$ cat src/rtl/tx_framer_if.sv
// -----------------------------------------------------------------------------
// tx_framer_if
//
// Write-side handshake between the CPU (producer) and the tx_framer FIFO.
//
// Signals:
//   wr_valid  producer -> framer  write request
//   wr_data   producer -> framer  7-bit character to queue
//   wr_last   producer -> framer  with wr_valid: character ends the message
//   wr_ready  framer -> producer  FIFO can accept a write this cycle
//
// Modports:
//   master  producer side (drives valid/data/last, samples ready)
//   slave   framer side   (samples valid/data/last, drives ready)
// -----------------------------------------------------------------------------
interface tx_framer_if;
    logic       wr_valid;
    logic [6:0] wr_data;
    logic       wr_last;
    logic       wr_ready;

    modport master (
        output wr_valid,
        output wr_data,
        output wr_last,
        input  wr_ready
    );

    modport slave (
        input  wr_valid,
        input  wr_data,
        input  wr_last,
        output wr_ready
    );
endinterface

$ cat src/rtl/tx_framer.sv
// -----------------------------------------------------------------------------
// tx_framer
//
// Transmit side of the 7-bit framed character stream. The CPU queues
// characters into an internal FIFO, flagging the final character of each
// message. A frame (00, chars..., 7F) is emitted only once a complete message
// is buffered, so a frame never stalls mid-way: the receiver takes one
// character per clock. 7F doubles as the line-idle value.
//
// Parameters:
//   DEPTH  FIFO entries (power of two, >= 2); also the maximum message length
//   CNT_W  width of the pending-message counter; must be able to hold DEPTH
//
// Ports:
//   clk        system clock, rising edge
//   reset      synchronous active-low reset
//   wr         write handshake (tx_framer_if.slave)
//   tx         framed character stream, registered
//   busy       frame in progress (START/DATA/STOP), registered
//   bad_char   sticky: a write of 0x00 or 0x7F was dropped
//   overflow   sticky: a full FIFO holding no complete message was flushed
//   err_clr    clears bad_char and overflow (a same-cycle set wins)
//   frame_cnt  [TX_FRAMER_STATS_EN only] frames completed, wrapping
//   drop_cnt   [TX_FRAMER_STATS_EN only] dropped chars + flushes, saturating
//
// Optional feature macro: TX_FRAMER_STATS_EN (adds frame_cnt / drop_cnt).
// -----------------------------------------------------------------------------
module tx_framer #(
    parameter int DEPTH = 16,
    parameter int CNT_W = 5
) (
    input  logic        clk,
    input  logic        reset,
    tx_framer_if.slave  wr,
    output logic [6:0]  tx,
    output logic        busy,
    output logic        bad_char,
    output logic        overflow,
`ifdef TX_FRAMER_STATS_EN
    output logic [15:0] frame_cnt,
    output logic [15:0] drop_cnt,
`endif
    input  logic        err_clr
);

    localparam int AW = $clog2(DEPTH);

    localparam logic [6:0] CH_OPEN  = 7'h00;
    localparam logic [6:0] CH_CLOSE = 7'h7F;

    typedef enum logic [1:0] {
        IDLE,
        START,
        DATA,
        STOP
    } state_t;

    // FIFO storage: {last, char}
    logic [7:0]       mem [DEPTH];

    // One extra pointer bit distinguishes full from empty; wrap is natural.
    logic [AW:0]      wr_ptr_reg;
    logic [AW:0]      rd_ptr_reg;
    logic [CNT_W-1:0] msg_cnt_reg;
    state_t           state_reg;
    // last flag of the character currently on tx while in DATA
    logic             last_popped_reg;

    logic             full;
    logic             illegal;
    logic             push;
    logic             flush;
    logic             pop;
    logic             pop_last;
    logic             cnt_inc;
    logic [7:0]       head;

    // ------------------------------------------------------------------
    // Write side
    // ------------------------------------------------------------------
    assign full = (wr_ptr_reg[AW] != rd_ptr_reg[AW]) &&
                  (wr_ptr_reg[AW-1:0] == rd_ptr_reg[AW-1:0]);

    assign wr.wr_ready = !full;

    // Framing characters cannot be carried as payload; they are dropped
    // (together with any last flag they carry).
    assign illegal = wr.wr_valid &&
                     ((wr.wr_data == CH_OPEN) || (wr.wr_data == CH_CLOSE));

    assign push    = wr.wr_valid && !full && !illegal;
    assign cnt_inc = push && wr.wr_last;

    // A full FIFO with no complete message can never drain: the partial
    // message is longer than the FIFO. Throw it away.
    assign flush = full && (msg_cnt_reg == '0);

    // ------------------------------------------------------------------
    // Read side: a pop happens on the edge entering DATA and on every DATA
    // edge until the character on tx was the message's last one.
    // ------------------------------------------------------------------
    assign head     = mem[rd_ptr_reg[AW-1:0]];
    assign pop      = (state_reg == START) ||
                      ((state_reg == DATA) && !last_popped_reg);
    assign pop_last = pop && head[7];

    // Storage has no reset so it can map onto RAM resources.
    always_ff @(posedge clk) begin
        if (push) begin
            mem[wr_ptr_reg[AW-1:0]] <= {wr.wr_last, wr.wr_data};
        end
    end

    // ------------------------------------------------------------------
    // Pointers, message count, sticky flags and the framing FSM
    // ------------------------------------------------------------------
    always_ff @(posedge clk) begin
        if (!reset) begin
            wr_ptr_reg      <= '0;
            rd_ptr_reg      <= '0;
            msg_cnt_reg     <= '0;
            state_reg       <= IDLE;
            last_popped_reg <= 1'b0;
            tx              <= CH_CLOSE;
            busy            <= 1'b0;
            bad_char        <= 1'b0;
            overflow        <= 1'b0;
        end else begin
            // flush and pop never coincide: a pop requires a buffered
            // complete message, a flush requires none.
            if (flush) begin
                wr_ptr_reg <= rd_ptr_reg;
            end else if (push) begin
                wr_ptr_reg <= wr_ptr_reg + (AW+1)'(1);
            end

            if (pop) begin
                rd_ptr_reg <= rd_ptr_reg + (AW+1)'(1);
            end

            case ({cnt_inc, pop_last})
                2'b10:   msg_cnt_reg <= msg_cnt_reg + CNT_W'(1);
                2'b01:   msg_cnt_reg <= msg_cnt_reg - CNT_W'(1);
                default: msg_cnt_reg <= msg_cnt_reg;
            endcase

            if (illegal) begin
                bad_char <= 1'b1;
            end else if (err_clr) begin
                bad_char <= 1'b0;
            end

            if (flush) begin
                overflow <= 1'b1;
            end else if (err_clr) begin
                overflow <= 1'b0;
            end

            // tx and busy are loaded with the value of the state being entered.
            case (state_reg)
                IDLE: begin
                    if (msg_cnt_reg != '0) begin
                        state_reg <= START;
                        tx        <= CH_OPEN;
                        busy      <= 1'b1;
                    end else begin
                        tx   <= CH_CLOSE;
                        busy <= 1'b0;
                    end
                end
                START: begin
                    state_reg       <= DATA;
                    tx              <= head[6:0];
                    last_popped_reg <= head[7];
                    busy            <= 1'b1;
                end
                DATA: begin
                    busy <= 1'b1;
                    if (last_popped_reg) begin
                        state_reg <= STOP;
                        tx        <= CH_CLOSE;
                    end else begin
                        tx              <= head[6:0];
                        last_popped_reg <= head[7];
                    end
                end
                STOP: begin
                    // The just-finished message was already subtracted when
                    // its last character was popped.
                    if (msg_cnt_reg != '0) begin
                        state_reg <= START;
                        tx        <= CH_OPEN;
                        busy      <= 1'b1;
                    end else begin
                        state_reg <= IDLE;
                        tx        <= CH_CLOSE;
                        busy      <= 1'b0;
                    end
                end
                default: begin
                    state_reg <= IDLE;
                    tx        <= CH_CLOSE;
                    busy      <= 1'b0;
                end
            endcase
        end
    end

`ifdef TX_FRAMER_STATS_EN
    // ------------------------------------------------------------------
    // Statistics
    // ------------------------------------------------------------------
    logic [1:0]  drop_inc;
    logic [16:0] drop_sum;

    // An illegal write and a flush may land in the same cycle: count both.
    assign drop_inc = {1'b0, illegal} + {1'b0, flush};
    assign drop_sum = {1'b0, drop_cnt} + 17'(drop_inc);

    always_ff @(posedge clk) begin
        if (!reset) begin
            frame_cnt <= '0;
            drop_cnt  <= '0;
        end else begin
            if ((state_reg == DATA) && last_popped_reg) begin
                frame_cnt <= frame_cnt + 16'd1;
            end
            drop_cnt <= drop_sum[16] ? 16'hFFFF : drop_sum[15:0];
        end
    end
`endif

endmodule

$ cat src/flat_wrapper.sv
// flat-port wrapper written by rule: the top's interface ports become plain ports
module tx_framer_flat 
#(
    parameter int DEPTH = 16,
    parameter int CNT_W = 5
)
  (clk, reset, tx, busy, bad_char, overflow, err_clr, wr_wr_valid, wr_wr_data, wr_wr_last, wr_wr_ready);
  tx_framer_if wr_i ();
  input  logic clk;
  input  logic reset;
  output logic [6:0] tx;
  output logic busy;
  output logic bad_char;
  output logic overflow;
  input  logic err_clr;
  input wire logic [$bits(wr_i.wr_valid)-1:0] wr_wr_valid;
  input wire logic [$bits(wr_i.wr_data)-1:0] wr_wr_data;
  input wire logic [$bits(wr_i.wr_last)-1:0] wr_wr_last;
  output wire logic [$bits(wr_i.wr_ready)-1:0] wr_wr_ready;
  assign wr_i.wr_valid = wr_wr_valid;
  assign wr_i.wr_data = wr_wr_data;
  assign wr_i.wr_last = wr_wr_last;
  assign wr_wr_ready = wr_i.wr_ready;
  tx_framer #(.DEPTH(DEPTH), .CNT_W(CNT_W)) u_core (.clk(clk), .reset(reset), .wr(wr_i), .tx(tx), .busy(busy), .bad_char(bad_char), .overflow(overflow), .err_clr(err_clr));
endmodule
$ cat config.mk
export PLATFORM = sky130hd
export DESIGN_NAME = tx_framer_flat
export DESIGN_NICKNAME = d
export VERILOG_FILES = /design/src/rtl/tx_framer_if.sv /design/src/rtl/tx_framer.sv /design/src/flat_wrapper.sv
export SDC_FILE = /design/constraint.sdc
export NUM_CORES = 1
export LEC_CHECK = 0
export BUFFER_PORTS_ARGS = -buffer_cell sky130_fd_sc_hd__buf_2
export CAP_MARGIN = 20
export CELL_PAD_IN_SITES_DETAIL_PLACEMENT = 0
export CELL_PAD_IN_SITES_GLOBAL_PLACEMENT = 1
export CORE_UTILIZATION = 30
export CTS_CLUSTER_DIAMETER = 60
export DETAILED_ROUTE_END_ITERATION = 16
export GPL_TIMING_DRIVEN = 0
export PLACE_DENSITY = 0.46
export SETUP_SLACK_MARGIN = 0.2
export SYNTH_ARGS = -nofsm -noshare
export SYNTH_HDL_FRONTEND = slang
export SYNTH_SLANG_ARGS = --single-unit
$ cat constraint.sdc
create_clock -name clk -period 5.4 [get_ports clk]
set_input_delay 1.08 -clock clk [delete_from_list [all_inputs] [get_ports clk]]
set_output_delay 1.08 -clock clk [all_outputs]
set_load 0.01 [all_outputs]
==> reports/qor.yml, run 1 <==
clkSinkCount: 160
reg2reg_to: "u_core.msg_cnt_reg[4]$_SDFFE_PN0P_"
fp.dieH_um: 151.2
antenna_found_initial: 0
gr-usage-met2: 0.2340
syn_nets: 430
yosysWarnings: 0
grt_use_met1: 0.1878
min_path_cells: 2
dieArea_mm2: 0.02286
drive_gt1_frac: 0.1775
initialDrtViolationCount: 192
synth_edf_count: 128
startpoint_type: "input pin"
yosysUniqueCellTypes: 49
grt_pass1_vias: 3630
synth_ff_type: "edfxtp_1"
nets: 474
rsz0062_at_grt: "no"
cts_setup_buffers: 0
async_reset_ff_frac: 0
grt-ovfl-total: 0
routedWlPerCell_um: 20.33
hold_path_startpoint: "u_core.overflow$_SDFFE_PN0P_"
regToRegSetupSlack_ps: 1670
dpl.cell_count: 710
cts.clk_slew.worst_paths_ps: 60
vias: 3588
vdd.ir_drop.worst_v: 0.0002162
hold_viol: 0
gp_congestion: 0.7287
ctsHoldBuffers: 0
final-instance-count-excl-fill: 742
syn_area_per_cell_um2: 16.49
cts_resized: 0
syn2layout_area_growth_pct: 15.66
dpl.hpwl_um: 10110
rows: 54
mappedNetlistArea_mm2: 0.006678
fin_setup_tns_ps: 0
ios: 23
cts_tree: "yes"
insertion_delay_ps: 420
crit_required_ps: 5700
grtUsageMet3: 0.03102
largest_reg_flops: 128
path_class: "in2reg"
cp.arrival_ps: 4190
worst_r2r_path_depth: 16
period_share: 0.7201
grt_max_degree: 19
hold_end: "u_core.overflow$_SDFFE_PN0P_"
maxSlewHeadroom: 0.3167
wl_um: 15090
synth_top_area_share: 0.5756
port_buffers: 20
seq_area_frac_synth: 0.6715
cellLeakagePower_nw: 2.569
status: "finished clean"
dr.pass1.iters: 4
path_max_fanout: 18
clock_path_buffers: 2
grt_usage: 0.1440
ant_nets: 0
fmax_mhz: 257.2
final_cell_mix: "edfxtp_1, dfxtp_1, nor2_1, buf_2, mux4_1"
cts_max_level: 4
worstMarginPinSlew_ps: 1021
synthTopCellsByArea: "edfxtp_1, mux4_1, dfxtp_1"
root_buffer: "clkbuf_16"
setup_viol: 0
cap_viol_max_count: 0
final.setup_skew_ps: 8.591
period_needed_ps: 3889
syn_inst: 405
hold_path.class: "reg2reg"
viasPerCell: 4.836
synth_area_leader_cell: "edfxtp_1"
die_w_um: 151.2
crit_path_end_kind: "register"
antenna_cells: 0
drc: 0
initial_core_util: 0.3060
busiest_layer: "met2"
slew_violations: 0
power.density_mw_per_mm2: 407.8
cts_inserted_buffers: 17
ys_seq_elements: 160
core_area_mm2: 0.02182
final_common_cell: "edfxtp_1"
grt_first_pass_wirelength_um: 22660
[Yosys cell counts (10+ instances only)]
| cell type | instances |
|---|---|
| inv_1 | 10 |
| ha_1 | 13 |
| nand2_1 | 20 |
| nor3_1 | 10 |
| edfxtp_1 | 128 |
| mux2i_1 | 18 |
| mux4_1 | 25 |
| dfxtp_1 | 32 |
| nor2_1 | 26 |
| a21oi_1 | 12 |
[how the worst max path moves through the flow]
stage | startpoint | endpoint | slack (ps) | cells past startpoint
2_1_floorplan | wr_wr_data[2] | u_core.msg_cnt_reg[4]$_SDFFE_PN0P_ | 1860 | 14
3_3_place_gp | wr_wr_data[4] | u_core.mem[3][5]$_DFFE_PP_ | 860 | 7
3_5_place_dp | wr_wr_data[5] | u_core.msg_cnt_reg[4]$_SDFFE_PN0P_ | 1060 | 15
4_1_cts | wr_wr_data[5] | u_core.msg_cnt_reg[4]$_SDFFE_PN0P_ | 1490 | 15
5_1_grt | wr_wr_data[5] | u_core.msg_cnt_reg[4]$_SDFFE_PN0P_ | 1250 | 15
6_report | wr_wr_data[5] | u_core.msg_cnt_reg[4]$_SDFFE_PN0P_ | 1510 | 15
[report_power, final]
group / switching, mW / internal (mW)
Sequential: 0.0427 / 1.40
Clock: 0.492 / 0.585
Combinational: 0.347 / 0.283
[cells by family after synthesis]
family	count (synthesis)	synth area share
multiplexers	51	0.1506
AO/OA/AOI/OAI	41	0.03841
flip-flops	160	0.6715
buffers and inverters	30	0.02529
adder cells (fa/ha/maj)	13	0.02436
XOR/XNOR	13	0.01705
AND/OR/NAND/NOR	97	0.07270
[critical path, cell delays in order]
cell and delay [ps]:
buf_2 290, and4_1 270, nand4_1 210, and2_1 210
buf_2 170, nand4_1 170, ha_1 170, clkbuf_1 310
xor2_1 120, ha_1 270, or3b_2 450, a21oi_1 160
o21ai_1 90, xor2_1 150, nor2_1 50
[metrics by stage]
stage | setup WS, ps | hold WS (ps) | utilization | power, mW | area, µm²
6_report | 1511 | 481.2 | 0.3539 | 3.150 | 7724
5_1_grt | 1246 | 528.0 | 0.3539 | 3.313 | 7724
4_1_cts | 1495 | 487.9 | 0.3539 | 3.200 | 7724
3_5_place_dp | 1058 | 473.0 | 0.3301 | 2.115 | 7204
3_3_place_gp | 862.1 | 463.5 | 0.3266 | 2.105 | 7128
2_1_floorplan | 1861 | 468.6 | - | 1.905 | 6678
[layout make-up]
type | instances | area, µm²
clock buffers | 18 | 429.2
clock inverters | 14 | 90.09
repair buffers | 25 | 145.1
multi-input cells | 215 | 2056
flip-flops and latches | 160 | 4484
plain buffers | 19 | 127.6
well taps | 280 | 350.3
inverters | 11 | 41.29
fillers | 2086 | 14100
[routing by layer]
metal | wire length [µm] | vias to the layer above
met2 | 7384 | 58
met1 | 6963 | 1817
li1 | - | 1695
met4 | 212 | 0
met5 | 0 | -
met3 | 528 | 18
No activity file was read; power rests on OpenSTA's default activity.
==> run 2: changes to the inputs <==
PLACE_DENSITY = 0.48   (was 0.46)
clock period = 3.15 ns   (was 5.4 ns; I/O delays follow)
==> reports/qor.yml, run 2 (same netlist as run 1, synthesis figures left out) <==
ctsHoldBuffers: 0
crit_chain: "buf_6, buf_12, mux4_2, mux2i_4, nand2_1, o21ai_2, nor2_2, ha_2, buf_8, xor2_2, ha_2, or3b_4, a21oi_2, o21ai_2, xor2_1, nor2_1"
rows: 54
initialDrtViolationCount: 237
drive_gt1_frac: 0.2389
grt_use_met1: 0.1848
antenna_found_initial: 0
fp.dieH_um: 151.2
core_area_mm2: 0.02182
cts_tree: "yes"
wl_um: 15110
die_w_um: 151.2
insertion_delay_ps: 430
dpl.cell_count: 708
ios: 23
cts_inserted_buffers: 17
antenna_cells: 0
status: "finished clean"
maxSlewHeadroom: 0.2928
grt_pass1_vias: 3709
finalPower_mw: 5.814
fillCellCount: 2092
cp.arrival_ps: 3350
slew_violations: 0
path_class: "reg2reg"
rsz0062_at_grt: "yes"
port_buffers: 20
vdd.ir_drop.worst_v: 0.0003871
grt_max_degree: 19
gr-usage-met2: 0.2342
clkSinkCount: 160
hold_path.class: "in2reg"
place_area_mm2: 0.007192
syn2layout_area_growth_pct: 19.26
seq_area_mm2: 0.004487
grt_first_pass_wirelength_um: 22540
ant_nets: 0
grtUsageMet3: 0.03253
hold_viol: 0
cts.clk_slew.worst_paths_ps: 60
cellLeakagePower_nw: 2.664
final_util: 0.3649
grt_usage: 0.1424
critPathSlowestCell: "mux4_2"
critPathMaxStageDelay_ps: 520
setup_viol: 0
multi_input_area_mm2: 0.002093
final_cell_mix: "edfxtp_1, dfxtp_1, nor2_1"
dpl.hpwl_um: 9805
vias: 3624
initial_core_util: 0.3060
gp_congestion: 0.7404
worstMarginPinSlew_ps: 1057
root_buffer: "clkbuf_16"
routedWlPerCell_um: 20.06
fmax_mhz: 328.2
cap_viol_max_count: 0
nets: 485
dr.pass1.iters: 4
drc: 0
power.density_mw_per_mm2: 730.0
final_cell_area_mm2: 0.007964
cts_max_level: 4
crit_required_ps: 3450
startpoint_type: "register"
period_share: 0.9672
busiest_layer: "met2"
final-instance-count-excl-fill: 753
final_common_cell: "edfxtp_1"
dieArea_mm2: 0.02286
largest_reg_flops: 128
clock_path_buffers: 2
path_max_fanout: 4
viasPerCell: 4.813
grt-ovfl-total: 0
period_needed_ps: 3047
final.setup_skew_ps: 5.697
crit_path_end_kind: "register"
run 2: what timing repair did:
action,CTS,global route
pin swaps,4,2
setup endpoints to repair,2,2
resized for setup,11,7
buffers inserted,8,3
cloned,0,0
run 2: cell type report:
cell class	instances	area share
inverters	11	0.005185
clock buffers	18	0.05389
multi-input cells	215	0.2628
flip-flops and latches	160	0.5634
repair buffers	36	0.02907
well taps	280	0.04399
clock inverters	14	0.02231
plain buffers	19	0.01932
run 2: layer usage:
metal / up-vias / share of wire
li1: 1712 / -
met4: 0 / 0.0095
met3: 9 / 0.029
met5: - / 0
met1: 1856 / 0.47
met2: 47 / 0.49
run 2: power breakdown:
part | internal, mW | leakage [nW] | total (mW) | switching (mW)
Clock | 1.26 | 0.289 | 2.14 | 0.882
Combinational | 0.576 | 0.955 | 1.20 | 0.619
Sequential | 2.40 | 1.42 | 2.48 | 0.0774
run 2: stage by stage:
stage          hold slack, ps  setup WS [ps]  TNS [ps]
2_1_floorplan           468.6          216.0         0
3_3_place_gp            467.2         -817.8    -20320
3_5_place_dp            468.3         -424.0     -1653
4_1_cts                 450.0          87.97         0
5_1_grt                 459.4         -35.33    -35.33
6_report                455.6          103.2         0
run 2: worst paths after layout:
kind / start / to / slack, ps / cells past startpoint
setup / recovery: register / u_core.msg_cnt_reg[4]$_SDFFE_PN0P_ / 100 / 16
hold / removal: reset / u_core.state_reg[0]$_SDFFE_PN0P_ / 460 / 3
setup reg to reg: register / u_core.msg_cnt_reg[4]$_SDFFE_PN0P_ / 100 / 16
hold reg to reg: u_core.overflow$_SDFFE_PN0P_ / u_core.overflow$_SDFFE_PN0P_ / 480 / 2
run 2: worst max-delay path: cells and delay by family (launching register included):
kind            cells  cell delay (ps)
mux                 2              710
simple gates        4              560
fa+ha+maj           2              410
flops               1              320
buf+inv             3              350
compound gates      3              290
xor+xnor            2              260
